## src/rtl/control_sequencer_pkg.sv

```systemverilog
// Shared encodings for the sequencer, its datapath and the bench.
// Opcodes, FSM states and ALU function codes.
package control_sequencer_pkg;

    typedef enum logic [3:0] {
        OP_NOOP  = 4'd0,
        OP_STORE = 4'd1,
        OP_LOAD  = 4'd2,
        OP_ADD   = 4'd3,
        OP_SUB   = 4'd4,
        OP_HALT  = 4'd5,
        OP_JMP   = 4'd6,
        OP_JZ    = 4'd7
    } opcode_t;

    typedef enum logic [3:0] {
        ST_INIT   = 4'd0,
        ST_FETCH  = 4'd1,
        ST_DECODE = 4'd2,
        ST_LOAD_A = 4'd3,
        ST_LOAD_B = 4'd4,
        ST_STORE  = 4'd5,
        ST_ADD    = 4'd6,
        ST_SUB    = 4'd7,
        ST_JUMP   = 4'd8,
        ST_HALT   = 4'd9,
        ST_FAULT  = 4'd10
    } state_t;

    localparam logic [2:0] ALU_PASS = 3'b000;
    localparam logic [2:0] ALU_ADD  = 3'b001;
    localparam logic [2:0] ALU_SUB  = 3'b010;

endpackage

```

## src/rtl/control_sequencer_pc.sv

```systemverilog
// Program counter: clear, load and increment, wrapping modulo 2^PC_W.
// Clear wins over load, load wins over increment.
module pc_counter
    import control_sequencer_pkg::*;
#(
    parameter int PC_W = 7
) (
    input  logic            clk,
    input  logic            rst,
    input  logic            clr,
    input  logic            inc,
    input  logic            load,
    input  logic [PC_W-1:0] load_val,
    output logic [PC_W-1:0] pc
);

    always_ff @(posedge clk or posedge rst) begin
        if (rst) begin
            pc <= '0;
        end else if (clr) begin
            pc <= '0;
        end else if (load) begin
            pc <= load_val;
        end else if (inc) begin
            pc <= pc + PC_W'(1);
        end
    end

endmodule

```

## src/rtl/control_sequencer.sv

```systemverilog
// Multi-cycle sequencer: PC, instruction register and control FSM.
// Outputs are decoded from the state register and IR only.
module control_sequencer
    import control_sequencer_pkg::*;
#(
    parameter int PC_W  = 7,
    parameter int RF_AW = 4,
    parameter int D_AW  = 8
) (
    input  logic                   Clock,
    input  logic                   Reset,
    output logic [PC_W-1:0]        I_Addr,
    output logic                   I_Req,
    input  logic                   I_Valid,
    input  logic [4+3*RF_AW-1:0]   I_Data,
    input  logic                   Alu_Zero,
    input  logic                   Resume,
    output logic [D_AW-1:0]        D_Addr,
    output logic                   D_Wr,
    output logic                   RF_s,
    output logic [RF_AW-1:0]       RF_Ra_Addr,
    output logic [RF_AW-1:0]       RF_Rb_Addr,
    output logic                   RF_W_en,
    output logic [RF_AW-1:0]       RF_W_Addr,
    output logic [2:0]             ALU_s0,
    output logic [3:0]             State,
    output logic [4+3*RF_AW-1:0]   IR_Out,
    output logic                   Halted,
    output logic                   Fault
);

    localparam int R    = RF_AW;
    localparam int IR_W = 4 + 3 * RF_AW;

    state_t          state;
    state_t          state_nx;
    logic [IR_W-1:0] ir;
    logic [3:0]      op;
    logic [R-1:0]    fa;
    logic [R-1:0]    fb;
    logic [R-1:0]    fw;
    logic [D_AW-1:0] ld_addr;
    logic [D_AW-1:0] st_addr;
    logic [PC_W-1:0] target;
    logic [PC_W-1:0] pc;
    logic            pc_clr;
    logic            pc_inc;
    logic            pc_load;

    assign op      = ir[IR_W-1 -: 4];
    assign fa      = ir[3*R-1 -: R];
    assign fb      = ir[2*R-1 -: R];
    assign fw      = ir[R-1:0];
    assign ld_addr = ir[R+D_AW-1 -: D_AW];
    assign st_addr = ir[D_AW-1:0];
    assign target  = ir[PC_W-1:0];

    assign pc_clr  = (state == ST_INIT);
    assign pc_inc  = (state == ST_FETCH) && I_Valid;
    assign pc_load = (state == ST_JUMP);

    pc_counter #(
        .PC_W(PC_W)
    ) u_pc (
        .clk     (Clock),
        .rst     (Reset),
        .clr     (pc_clr),
        .inc     (pc_inc),
        .load    (pc_load),
        .load_val(target),
        .pc      (pc)
    );

    always_ff @(posedge Clock or posedge Reset) begin
        if (Reset) begin
            ir <= '0;
        end else if (pc_inc) begin
            ir <= I_Data;
        end
    end

    always_ff @(posedge Clock or posedge Reset) begin
        if (Reset) begin
            state <= ST_INIT;
        end else begin
            state <= state_nx;
        end
    end

    always_comb begin
        state_nx = state;
        unique case (state)
            ST_INIT:   state_nx = ST_FETCH;
            ST_FETCH:  if (I_Valid) state_nx = ST_DECODE;
            ST_DECODE: begin
                case (op)
                    OP_NOOP:  state_nx = ST_FETCH;
                    OP_STORE: state_nx = ST_STORE;
                    OP_LOAD:  state_nx = ST_LOAD_A;
                    OP_ADD:   state_nx = ST_ADD;
                    OP_SUB:   state_nx = ST_SUB;
                    OP_HALT:  state_nx = ST_HALT;
                    OP_JMP:   state_nx = ST_JUMP;
                    OP_JZ:    state_nx = Alu_Zero ? ST_JUMP : ST_FETCH;
                    default:  state_nx = ST_FAULT;
                endcase
            end
            ST_LOAD_A: state_nx = ST_LOAD_B;
            ST_LOAD_B: state_nx = ST_FETCH;
            ST_STORE:  state_nx = ST_FETCH;
            ST_ADD:    state_nx = ST_FETCH;
            ST_SUB:    state_nx = ST_FETCH;
            ST_JUMP:   state_nx = ST_FETCH;
            ST_HALT:   if (Resume) state_nx = ST_FETCH;
            ST_FAULT:  state_nx = ST_FAULT;
            default:   state_nx = ST_FAULT;
        endcase
    end

    // Unused addresses and strobes read as zero in every state.
    always_comb begin
        I_Req      = 1'b0;
        D_Addr     = '0;
        D_Wr       = 1'b0;
        RF_s       = 1'b0;
        RF_Ra_Addr = '0;
        RF_Rb_Addr = '0;
        RF_W_en    = 1'b0;
        RF_W_Addr  = '0;
        ALU_s0     = ALU_PASS;
        unique case (state)
            ST_FETCH: I_Req = 1'b1;
            ST_LOAD_A: begin
                D_Addr    = ld_addr;
                RF_s      = 1'b1;
                RF_W_Addr = fw;
            end
            ST_LOAD_B: begin
                D_Addr    = ld_addr;
                RF_s      = 1'b1;
                RF_W_Addr = fw;
                RF_W_en   = 1'b1;
            end
            ST_STORE: begin
                D_Addr     = st_addr;
                RF_Ra_Addr = fa;
                D_Wr       = 1'b1;
            end
            ST_ADD, ST_SUB: begin
                RF_Ra_Addr = fa;
                RF_Rb_Addr = fb;
                RF_W_Addr  = fw;
                RF_W_en    = 1'b1;
                ALU_s0     = (state == ST_ADD) ? ALU_ADD : ALU_SUB;
            end
            default: ;
        endcase
    end

    assign I_Addr = pc;
    assign State  = state;
    assign IR_Out = ir;
    assign Halted = (state == ST_HALT);
    assign Fault  = (state == ST_FAULT);

endmodule

```

## config.mk

```make
export PLATFORM = sky130hd
export DESIGN_NAME = control_sequencer
export DESIGN_NICKNAME = d
export VERILOG_FILES = /design/src/rtl/control_sequencer_pkg.sv /design/src/rtl/control_sequencer_pc.sv /design/src/rtl/control_sequencer.sv
export SDC_FILE = /design/constraint.sdc
export NUM_CORES = 1
export LEC_CHECK = 0
export BUFFER_PORTS_ARGS = -buffer_cell sky130_fd_sc_hd__buf_2
export CAP_MARGIN = 20
export CORE_UTILIZATION = 44
export CTS_BUF_LIST = sky130_fd_sc_hd__clkbuf_4 sky130_fd_sc_hd__clkbuf_8
export DETAILED_ROUTE_END_ITERATION = 10
export PLACE_DENSITY_LB_ADDON = 0.2
export SYNTH_ARGS = -nofsm -noshare
export SYNTH_HDL_FRONTEND = slang
export SYNTH_SLANG_ARGS = --single-unit
```

## constraint.sdc

```tcl
create_clock -name Clock -period 1.3 [get_ports Clock]
set_input_delay 0 -clock Clock [delete_from_list [all_inputs] [get_ports Clock]]
set_output_delay 0 -clock Clock [all_outputs]
set_load 0.05 [all_outputs]
```

==> results by group <==
Synthesis
  – Yosys warnings: 0
  – Post-synthesis simple-gate area fraction: 0.2046
  – Syn Nets: 184
  – Main synth FF type: dfrtp_1
  – Avg Inst Size Synth: 10.38 sq um
  – Largest family of logic cells by synthesized area: simple AND/OR/NAND/NOR gates
  – Post-synthesis mux area share: 0.1503
  – Gate Count Post-Synth: 162
  – Flops & latches, synth: 27
  – Synth Area in Adders: 0.007440
  – Post-Synth XOR/XNOR Area: 0.005208
  – Seq/Total Area, Yosys: 0.4018
  – Unique masters post-synth: 44
  – Number of synthesized flops with an enable pin: 0
  – Compound-cell area share of the yosys netlist: 0.1771
  – Asr flop ratio synth: 1.000
  – Synth Cell Area: 1682 sq um

Clock network
  – CTS root buf: clkbuf_8
  – CTS Sinks: 27
  – CTS clk-pin slew, worst paths: 0.12 ns
  – CTS Buffer Depth: 2
  – Clock Latency Late Sink: 0.30 ns
  – CTS buffer count: 3
  – CTS tree: built
  – H-tree depth: 1

GRT
  – Grt ovf: 0
  – First-pass GRT wire length: 11,180 um
  – Global routing's busiest layer: met2
  – Initial antenna violation count: 0
  – M1 GR Usage: 0.4637
  – Largest net degree at the start of global routing: 28
  – GRT met3 Usage: 0.06607
  – Met2 Use GR: 0.6157
  – GRT Util Overall: 0.3675
  – Vias in the first global route: 2,064

Outcome
  – Violated checks: negative setup slack
  – Outcome: finished, violations left

Critical path
  – Critical Path Most Common Cell: buf_4
  – R2R Setup Slk: -0.46 ns
  – CP max stage delay: 0.47 ns
  – CP max-delay cell: dfrtp_2
  – WP buf/inv: 4
  – Worst EP arrival: 1.76 ns
  – Reg2Reg Capture Point: u_pc.pc[4]
  – Critical path's top delay family: buffers and inverters
  – CP required: 1.30 ns
  – RR Startpoint: State[2]
  – WS Path Type: register to output pin
  – Crit-path cells: buf_4 -> buf_4 -> nand2b_1 -> buf_4 -> nor2_2 -> buf_6
  – CP Max Fanout: 4
  – Setup crit start kind: register
  – FF-to-FF path depth: 6
  – Setup crit end kind: output pin

Finish
  – Commonest non-fill, non-tap cell in the layout: buf_2
  – FILL cells: 93
  – Most frequent cells in the layout: buf_2 (46), buf_4 (41), buf_8 (24)
  – P&R area growth vs syn: 105.0%
  – Final net count: 333
  – Share of cells above drive strength 1: 0.6742

Timing
  – Final Hold Fails: 0
  – Min cycle time layout: 1.764 ns
  – Max-slew violations: 0
  – Unrepaired setup endpoints after global routing: yes
  – Setup Skew: 0.01271 ns
  – Fmax: 567.0 MHz
  – Setup TNS: -19.97 ns
  – Final WS setup: -0.4638 ns
  – Final worst-path cycle share: 1.357
  – Endpoints failing setup: 57

Detailed routing
  – 1st-iter DRT viols: 300
  – Vias post-DR: 2,311
  – DR DRC count: 0
  – Detailed Route WL: 10,010 um
  – ANT nets after route: 0
  – DR pass1 iterations: 5
  – Vias per cell: 6.437
  – DR WL/cell: 27.88 um

Worst hold path
  – Hold endpoint: State[0]
  – Worst hold start: Alu_Zero
  – Hold Crit Depth: 4
  – Hold Path Class: input pin to register

Power
  – Clock power share: 0.373
  – Power per cell area: 440.8 nW/um^2
  – LEAKAGE: 1.695 nW
  – Comb pwr share: 0.075
  – Sw Ratio: 0.2582
  – Pwr Total: 1.520 mW
  – Net Sw Power: 0.3924 mW
  – Internal power: 1.127 mW
  – VDD IR max: 434.3 uV
  – Flop pwr share: 0.552

Die
  – Die Y: 63.82 um
  – Full die area: 4073 sq um
  – Initial core utilization: 0.4593
  – Die Wd: 63.82 um
  – I/O Pins: 77
  – Row count: 22
  – CORE AREA: 3661 sq um

Flow run
  – Max Cap Viol: 0

Placed design
  – Dpl ws: -0.1528 ns
  – Port-buffer cells: 75
  – Post-DP HPWL: 3370 um
  – GPL Wtd Cong: 0.7686
-- worst reg2reg max path: cells and delay by family, from the launching register on --
family	cells	cell delay, ns
simple gates	2	0.44
flops	1	0.52
compound gates	2	0.36
buf+inv	2	0.39
-- power by group through the flow --
stage | clock network (mW) | logic [mW] | registers, mW
after global placement | 0 | 0.0588 | 0.856
final | 0.567 | 0.113 | 0.839
after detailed placement | 0 | 0.0599 | 0.856
after global routing | 0.583 | 0.119 | 0.839
after CTS | 0.533 | 0.101 | 0.839
after floorplan | 0 | 0.0236 | 0.856
-- timing repair --
action | CTS | global route
hold buffers | 18 | 0
pin swaps | 6 | 8
gates cloned | 1 | 2
gates resized for setup | 89 | 34
buffers inserted | 10 | 20
setup endpoints to repair | 52 | 55
hold endpoints to repair | 44 | 0
-- how the worst max path moves through the flow --
stage / startpoint / endpoint / cells after the start
after floorplan: State[0] / D_Addr[0] / 4
after global placement: State[0] / u_pc.pc[4] / 5
after detailed placement: State[3] / u_pc.pc[4] / 5
after CTS: State[1] / D_Addr[3] / 7
after global routing: State[0] / ALU_s0[0] / 6
final: State[0] / ALU_s0[0] / 6
-- state kept, by name, indices dropped and copies added, names as in the netlist --
signal   cells
IR_Out      16
State        4
u_pc.pc      7
-- layout make-up --
| class | count | area [sq um] | share of cell area |
|---|---|---|---|
| diodes | 1 | 2.502 | 0.0007260 |
| multi-input cells | 121 | 1194 | 0.3463 |
| repair buffers | 154 | 1439 | 0.4174 |
| flip-flops and latches | 27 | 686.9 | 0.1993 |
| well taps | 48 | 60.06 | 0.01742 |
| inverters | 4 | 15.01 | 0.004356 |
| clock buffers | 3 | 41.29 | 0.01198 |
| clock inverters | 1 | 8.758 | 0.002541 |
-- routing by layer --
metal | vias to the layer above | wire length [um]
met2 | 254 | 4546
met1 | 1093 | 3495
met4 | 0 | 794
met5 | - | 0
li1 | 891 | -
met3 | 73 | 1171
-- Yosys cell counts, types with 2 or more instances --
cell type,count,share of area
buf_6,3,0.020
nand3b_1,3,0.013
buf_2,3,0.0089
mux2_2,2,0.013
mux2i_1,2,0.012
a21oi_1,6,0.018
o21ai_0,5,0.015
mux2_4,14,0.12
dfrtp_1,27,0.40
inv_1,4,0.0089
nand3_1,5,0.015
and3_1,6,0.022
clkbuf_1,2,0.0045
nor3_1,3,0.0089
buf_4,2,0.0089
or3_1,2,0.0074
nand2_1,5,0.011
o21ai_1,6,0.018
nor2b_1,2,0.0074
nor2_1,11,0.025
nor4_1,2,0.0074
a31oi_1,2,0.0074
and2_1,8,0.030
a22o_1,8,0.042
o2bb2ai_1,4,0.021
nand2b_1,7,0.026
-- logic make-up (layout without fill, tap and decap cells) --
group / after synthesis / in the layout
adders and majority gates: 1 / 1
DFF: 27 / 27
buffers and inverters: 14 / 162
and+or+nand+nor: 59 / 59
xor gates and xnor gates: 1 / 1
AOI/OAI and AO/OA: 41 / 41
muxes: 18 / 18
other: 1 / 2
-- through the flow --
| stage | utilization | hold slack [ns] | instance area (sq um) | instances |
|---|---|---|---|---|
| 2_1_floorplan | - | 0.05209 | 1873 | 162 |
| 3_3_place_gp | 0.6719 | 0.08318 | 2460 | 303 |
| 3_5_place_dp | 0.6719 | 0.08153 | 2460 | 303 |
| 4_1_cts | 0.8520 | 0.1369 | 3119 | 336 |
| 5_1_grt | 0.9409 | 0.3032 | 3445 | 358 |
| 6_report | 0.9416 | 0.2907 | 3447 | 359 |
No activity file was read; power rests on OpenSTA's default activity.
